**config.mk**
```make
export PLATFORM = sky130hd
export DESIGN_NAME = serial_adder
export DESIGN_NICKNAME = d
export VERILOG_FILES = /design/src/rtl/serial_adder_pkg.sv /design/src/rtl/serial_adder_fa_slice.sv /design/src/rtl/serial_adder.sv
export SDC_FILE = /design/constraint.sdc
export NUM_CORES = 1
export LEC_CHECK = 0
export BUFFER_PORTS_ARGS = -buffer_cell sky130_fd_sc_hd__clkbuf_2
export CORE_ASPECT_RATIO = 1.2
export CORE_UTILIZATION = 40
export CTS_CLUSTER_SIZE = 12
export DETAILED_ROUTE_END_ITERATION = 8
export MAX_ROUTING_LAYER = met4
export PLACE_DENSITY = 0.6
export SYNTH_ARGS = -nofsm -noshare
export SYNTH_HDL_FRONTEND = slang
export SYNTH_SLANG_ARGS = --single-unit
```
**constraint.sdc**
```tcl
create_clock -name clk -period 3.2 [get_ports clk]
set_input_delay 0.48 -clock clk [delete_from_list [all_inputs] [get_ports clk]]
set_output_delay 0.48 -clock clk [all_outputs]
set_load 0.01 [all_outputs]
```
**src/rtl/serial_adder_pkg.sv**
```systemverilog
// Shared types and elaboration helpers for the digit-serial adder/subtractor.
package serial_adder_pkg;

  localparam logic [0:0] ST_IDLE = 1'b0;
  localparam logic [0:0] ST_RUN  = 1'b1;

  typedef enum logic [0:0] {
    IDLE = ST_IDLE,
    RUN  = ST_RUN
  } state_t;

  function automatic int steps(input int width, input int digit);
    return width / digit;
  endfunction

  // A one-step operation still needs a 1-bit counter to compare against.
  function automatic int cnt_w(input int n);
    return (n <= 1) ? 1 : $clog2(n);
  endfunction

endpackage

```
**src/rtl/serial_adder_fa_slice.sv**
```systemverilog
// Combinational ripple chain of DIGIT full adders; also exposes the carry into
// the top bit so the caller can form the signed-overflow flag.
module fa_slice #(
  parameter int DIGIT = 1
) (
  input  logic [DIGIT-1:0] x,
  input  logic [DIGIT-1:0] y,
  input  logic             ci,
  output logic [DIGIT-1:0] sum,
  output logic             co,
  output logic             c_msb
);

  logic cc;

  always_comb begin
    cc    = ci;
    sum   = '0;
    c_msb = ci;
    for (int i = 0; i < DIGIT; i++) begin
      c_msb  = cc;
      sum[i] = x[i] ^ y[i] ^ cc;
      cc     = (x[i] & y[i]) | (cc & (x[i] ^ y[i]));
    end
    co = cc;
  end

endmodule

```
**src/rtl/serial_adder.sv**
```systemverilog
// Digit-serial adder/subtractor: WIDTH-bit operands processed DIGIT bits per
// clock, LSB digit first, with the inter-digit carry held in a register.
//
//   state | meaning
//   ------+-----------------------------------------------------------
//   IDLE  | waiting for start; results from last operation held
//   RUN   | one digit per edge; last digit registers s/cout/ovf, done
module serial_adder
  import serial_adder_pkg::*;
#(
  parameter int WIDTH = 8,
  parameter int DIGIT = 1
) (
  input  logic             clk,
  input  logic             rst_n,
  input  logic             start,
  input  logic [WIDTH-1:0] a,
  input  logic [WIDTH-1:0] b,
  input  logic             cin,
  input  logic             sub,
  output logic             busy,
  output logic             done,
  output logic [WIDTH-1:0] s,
  output logic             cout,
  output logic             ovf
);

  localparam int STEPS = steps(WIDTH, DIGIT);
  localparam int CW    = cnt_w(STEPS);
  localparam logic [CW-1:0] LAST = CW'(STEPS - 1);

  generate
    if (DIGIT < 1 || (WIDTH % DIGIT) != 0) begin : g_bad_digit
      $error("serial_adder: DIGIT must be >= 1 and divide WIDTH");
    end
  endgenerate

  state_t           state;
  logic [WIDTH-1:0] a_sh;
  logic [WIDTH-1:0] b_sh;
  logic [WIDTH-1:0] res_sh;
  logic             carry;
  logic [CW-1:0]    cnt;

  logic [DIGIT-1:0] dig_sum;
  logic             dig_co;
  logic             dig_cmsb;
  logic [WIDTH-1:0] res_next;

  fa_slice #(.DIGIT(DIGIT)) u_slice (
    .x     (a_sh[DIGIT-1:0]),
    .y     (b_sh[DIGIT-1:0]),
    .ci    (carry),
    .sum   (dig_sum),
    .co    (dig_co),
    .c_msb (dig_cmsb)
  );

  // New digit enters at the top so after STEPS shifts the LSB digit sits at bit 0.
  assign res_next = (res_sh >> DIGIT) | (WIDTH'(dig_sum) << (WIDTH - DIGIT));
  assign busy     = (state == RUN);

  always_ff @(posedge clk or negedge rst_n) begin
    if (!rst_n) begin
      state  <= IDLE;
      a_sh   <= '0;
      b_sh   <= '0;
      res_sh <= '0;
      carry  <= 1'b0;
      cnt    <= '0;
      s      <= '0;
      cout   <= 1'b0;
      ovf    <= 1'b0;
      done   <= 1'b0;
    end else begin
      done <= 1'b0;
      case (state)
        IDLE: begin
          if (start) begin
            a_sh   <= a;
            b_sh   <= sub ? ~b : b;
            carry  <= cin ^ sub;
            cnt    <= '0;
            res_sh <= '0;
            state  <= RUN;
          end
        end
        RUN: begin
          a_sh   <= a_sh >> DIGIT;
          b_sh   <= b_sh >> DIGIT;
          res_sh <= res_next;
          carry  <= dig_co;
          cnt    <= cnt + 1'b1;
          if (cnt == LAST) begin
            s     <= res_next;
            cout  <= dig_co;
            ovf   <= dig_cmsb ^ dig_co;
            done  <= 1'b1;
            state <= IDLE;
          end
        end
        default: state <= IDLE;
      endcase
    end
  end

endmodule

```
# ---- Word level (Yosys, flattened, before mapping)
# Index checks and enable logic that the tools add are counted.
dict set report word_totals {
  register_bits 40
}
dict set report op_classes {
  muxes 16
  n_reduce_logical 1
  n_addsub 1
  n_eq_ne 2
  bitwise_logic 10
}
# op n
set ops {}
lappend ops {{$pmux W8 S2} 3}
lappend ops {{$mux W8} 4}
lappend ops {{$not A8 Y8} 1}
lappend ops {{$or A7 B8 Y8} 1}
lappend ops {{$pmux W3 S2} 1}
lappend ops {{$mux W1} 5}
lappend ops {{$pmux W1 S2} 2}
lappend ops {{$xor A1 B1 Y1} 4}
lappend ops {{$add A3 B1 Y3 const B} 1}
lappend ops {{$eq A3 B3 Y1 const B} 1}
lappend ops {{$mux W3} 1}
lappend ops {{$and A1 B1 Y1} 2}
lappend ops {{$ne A2 B2 Y1 const B} 1}
lappend ops {{$reduce_and A2 Y1} 1}
lappend ops {{$not A1 Y1} 1}
lappend ops {{$or A1 B1 Y1} 1}

# ---- Longest topological paths before layout
dict set report logic_depth {
  word_depth 4
  mapped_depth 5
}

# ---- Modules after synthesis
# Synthesis repeated with hierarchy kept, for this count alone.
dict set report unflattened {
  cells_unflattened 143
  hier_area_um2 1754.2
}
# module n_inst cells_per_inst area_per_inst_um2
set by_module_without_submodules {}
lappend by_module_without_submodules {serial_adder 1 141 1726.7}
lappend by_module_without_submodules {fa_slice 1 2 27.5}

# ---- Least setup slack after synthesis
# No wires, ideal clock.
dict set report synth_path {
  path_type {flip-flop to flip-flop}
  from {register cnt[0]}
  to {register cout}
  arrival_ps 1279
  setup_slack_ps 1797
  path_buffers 1
  path_stages_with_launch 6
  path_cell_list {dfrtp_1 -> ha_1 -> ha_1 -> nand2_2 -> buf_6 -> mux2_2}
}
dict set report synth_via {
  elab_chain_cells 2
}
# item line
set synth_rtl {}
lappend synth_rtl {{from (decl)} serial_adder.sv:43} ;# logic [CW-1:0] cnt;
lappend synth_rtl {{from (signal assigned)} serial_adder.sv:93} ;# cnt <= cnt + 1'b1;
lappend synth_rtl {{$eq A3 B3 Y1} serial_adder.sv:94} ;# if (cnt == LAST) begin
lappend synth_rtl {{$reduce_and A2 Y1 (no source line)} --}
lappend synth_rtl {{to (signal assigned)} serial_adder.sv:96} ;# cout <= dig_co;
lappend synth_rtl {{to (decl)} serial_adder.sv:24} ;# output logic cout,
# No other way between the ends.
# A chain may end at the register's enable or synchronous reset.

# ---- Final worst setup path
dict set report layout_path {
  from {register state (netlist: busy)}
  to {output port busy}
}
# item line
set layout_lines {}
lappend layout_lines {{from (decl)} serial_adder.sv:38} ;# state_t state;
lappend layout_lines {{from (signal assigned)} serial_adder.sv:65} ;# state <= IDLE;
lappend layout_lines {{from (signal assigned)} serial_adder.sv:85} ;# state <= RUN;
lappend layout_lines {{from (signal assigned)} serial_adder.sv:99} ;# state <= IDLE;
lappend layout_lines {{to (decl)} serial_adder.sv:21} ;# output logic busy,
# No word-level cell between the ends.

==> flow_summary_export.csv <==
group,metric,value,unit
detailed_routing,wl_per_cell,12.59,um
sta,finalHoldViolCount,0,
synthesis,synth_seq_cells,39,
critical_path,worstPathCellList,"clkbuf_2",
sta,finalSetupTns,0,ns
sta,period_minus_slack,1.824,ns
floorplanning,start_util,0.4169,
layout,nets,193,
global_route,antenna_found_initial,0,
critical_path,worstRegToRegCells,2,
placed_design,finalWeightedCongestion,0.7058,
synthesis,synth_area,0.001763,mm2
critical_path,crit_start,"busy$_DFF_PN0_",
floorplanning,die_h,74.73,um
cts,h-tree-depth,2,
floorplanning,die-area,0.004678,mm2
cts,cts_buffer_depth,2,
sta,whs,0.3283,ns
cts,cts_tree,"done",
sta,rsz0062_at_grt,"false",
floorplanning,io_pins,33,
critical_path,cp_max_fo,29,
power_and_ir_drop,ir_drop,319.1,uV
layout,n_antenna_cell,0,
synthesis,post_synth_num_cell_types,26,
critical_path,path_depth,1,
synthesis,yosysMostFrequentCell,"dfrtp_1",
synthesis,synth_edf_count,0,
synthesis,syn_avg_cell_area,12.68,um2
global_route,grt_max_degree,40,
power_and_ir_drop,powerDensity,843.8,mW/mm2
cts,cts.clk_slew.worst_paths,0.07,ns
detailed_routing,drtAntennaViolNets,0,
layout,fillers,421,
floorplanning,rows,26,
critical_path,start_kind,"flop",
sta,final_max_slew_viol_count,0,
critical_path,required,2.72,ns
synthesis,synth_ff_type,"dfrtp_1",
cts,insertion_delay,0.29,ns
sta,fmaxAchievable,0.5481,GHz
floorplanning,fp.dieW,62.61,um
power_and_ir_drop,p_leak,0.9824,nW
layout,area_delta_synth_final,13.13,%
synthesis,netlist.area_leader.share,0.5536,
sta,finClkSkew,0.002910,ns
cts,cts_made_buffers,5,
detailed_routing,wl,2.845,mm
sta,finalCritPeriodShare,0.5701,
cts,cts_root_buf,"clkbuf_8",
detailed_routing,drcViolationCount,0,
job,drv_cap,0,
global_route,grt_usage,0.1462,
synthesis,yosys.area.top_type,"dfrtp_1",
critical_path,path_class,"reg -> out",
synthesis,synthArstFlopShare,1.000,
placed_design,dp_slack,1.559,ns
cts,holdBufCountCts,0,
cts,post_cts_resized,0,
min_path,holdCritPathClass,"in -> async",
critical_path,slowest_delay,0.80,ns
global_route,grt_pass1_vias,1127,
synthesis,syn_inst,139,
synthesis,synth_area_leaders,"dfrtp_1, mux2_2, mux2i_1",
synthesis,yosysSeqAreaShare,0.5536,
cts,cts.sinks,39,
floorplanning,coreArea,0.004229,mm2
critical_path,r2r-start,"busy$_DFF_PN0_",
detailed_routing,viasPerCell,4.876,
global_route,grt_pass1_wl,5.023,mm
sta,tightest_slew,0.9356,ns
critical_path,crit_family,"flip-flops",
detailed_routing,drtIter0Drc,60,
global_route,gr-total-overflow,0,
layout,drive_gt1_frac,0.3235,
synthesis,ys_top_cells_by_count,"dfrtp_1, nand2_1, mux2_2, o21ai_0, mux2i_1",
placed_design,io_buffer_count,32,
placed_design,hpwl,2.040,mm
run_status,status,"completed",
cts,cts_setup_buffers,0,
sta,relSlewSlack,0.3763,
critical_path,endpoint_kind,"primary output",
synthesis,synth-warning-count,0,
synthesis,syn-num-nets,163,
sta,layout_setup_ws,1.376,ns
critical_path,critPathSlowestCell,"dfrtp_1",
sta,setup_viol,0,
critical_path,worstPathBufferInverterCount,1,
detailed_routing,firstDrtPassIters,4,
power_and_ir_drop,power,1.683,mW
detailed_routing,num_vias,1102,
critical_path,crit_arrival,1.34,ns
layout,final_util,0.4716,
-- final timing paths --
check                                      endpoint  slack [ns]
min in group clk                a_sh[7]$_DFFE_PN0P_        0.43
worst max-delay path                           busy        1.38
worst max register to register     s[2]$_DFFE_PN0P_        1.58
max in group asynchronous       a_sh[3]$_DFFE_PN0P_        2.30
worst min-delay path               cout$_DFFE_PN0P_        0.33
worst min register to register  a_sh[1]$_DFFE_PN0P_        0.49
-- report_power, final --
part	switching (mW)	total (mW)	internal [mW]	leakage [nW]
logic	0.239	0.536	0.298	0.427
clock network	0.164	0.313	0.149	0.0477
registers	0.146	0.833	0.687	0.508
total	0.549	1.68	1.13	0.982
-- registers in the layout, summed over array words and instances, names as in the netlist --
name    flops
a_sh        8
b_sh        8
s           8
res_sh      7
cnt         3
busy        1
carry       1
cout        1
done        1
ovf         1
-- final cells by class --
cell class / instances / area (um2) / area share
Sequential cell: 39 / 975.9 / 0.4893
Tap cell: 56 / 70.07 / 0.03513
Timing Repair Buffer: 33 / 167.7 / 0.08407
Inverter: 1 / 3.754 / 0.001882
Clock inverter: 3 / 15.01 / 0.007528
Multi-Input combinational cell: 89 / 693.2 / 0.3476
Clock buffer: 5 / 68.82 / 0.03450
-- layout by cell type (no fill, tap or decap) --
cell type,instances
o211ai_1,4
nor2_1,2
clkbuf_8,5
a22o_1,6
dfrtp_1,39
clkbuf_2,32
mux2_4,1
inv_1,1
xnor2_1,5
nor2_2,1
nand2b_1,4
a211oi_1,1
buf_4,1
nand2_1,14
clkinv_2,3
or3b_1,4
and2b_4,1
and2_1,4
mux2i_1,8
mux2_2,10
nand2_2,1
a221o_1,4
xor2_1,5
o21ai_0,10
ha_1,2
a21oi_1,1
fa_1,1
-- stage by stage --
stage | cell area, um2 | instances
6_report | 1994 | 226
4_1_cts | 1994 | 226
5_1_grt | 1994 | 226
3_5_place_dp | 1911 | 218
3_3_place_gp | 1911 | 218
2_1_floorplan | 1763 | 139
-- kinds of logic after synthesis --
kind of cell               Yosys count  synth area share
AOI/OAI and AO/OA                   26            0.1050
DFF                                 39            0.5536
muxes                               19            0.1178
xor gates and xnor gates            10           0.04968
and+or+nand+nor                     31           0.09510
buffers and inverters               11           0.05322
adders and majority gates            3           0.02555
-- routing by layer --
layer	vias up	track usage	part of all wire
met1	523	0.1598	0.44
met3	5	0.03182	0.048
met5	-	-	0
li1	543	-	-
met2	31	0.2488	0.49
met4	0	0.08527	0.016
Note: power is estimated with default switching activity, not from simulation.
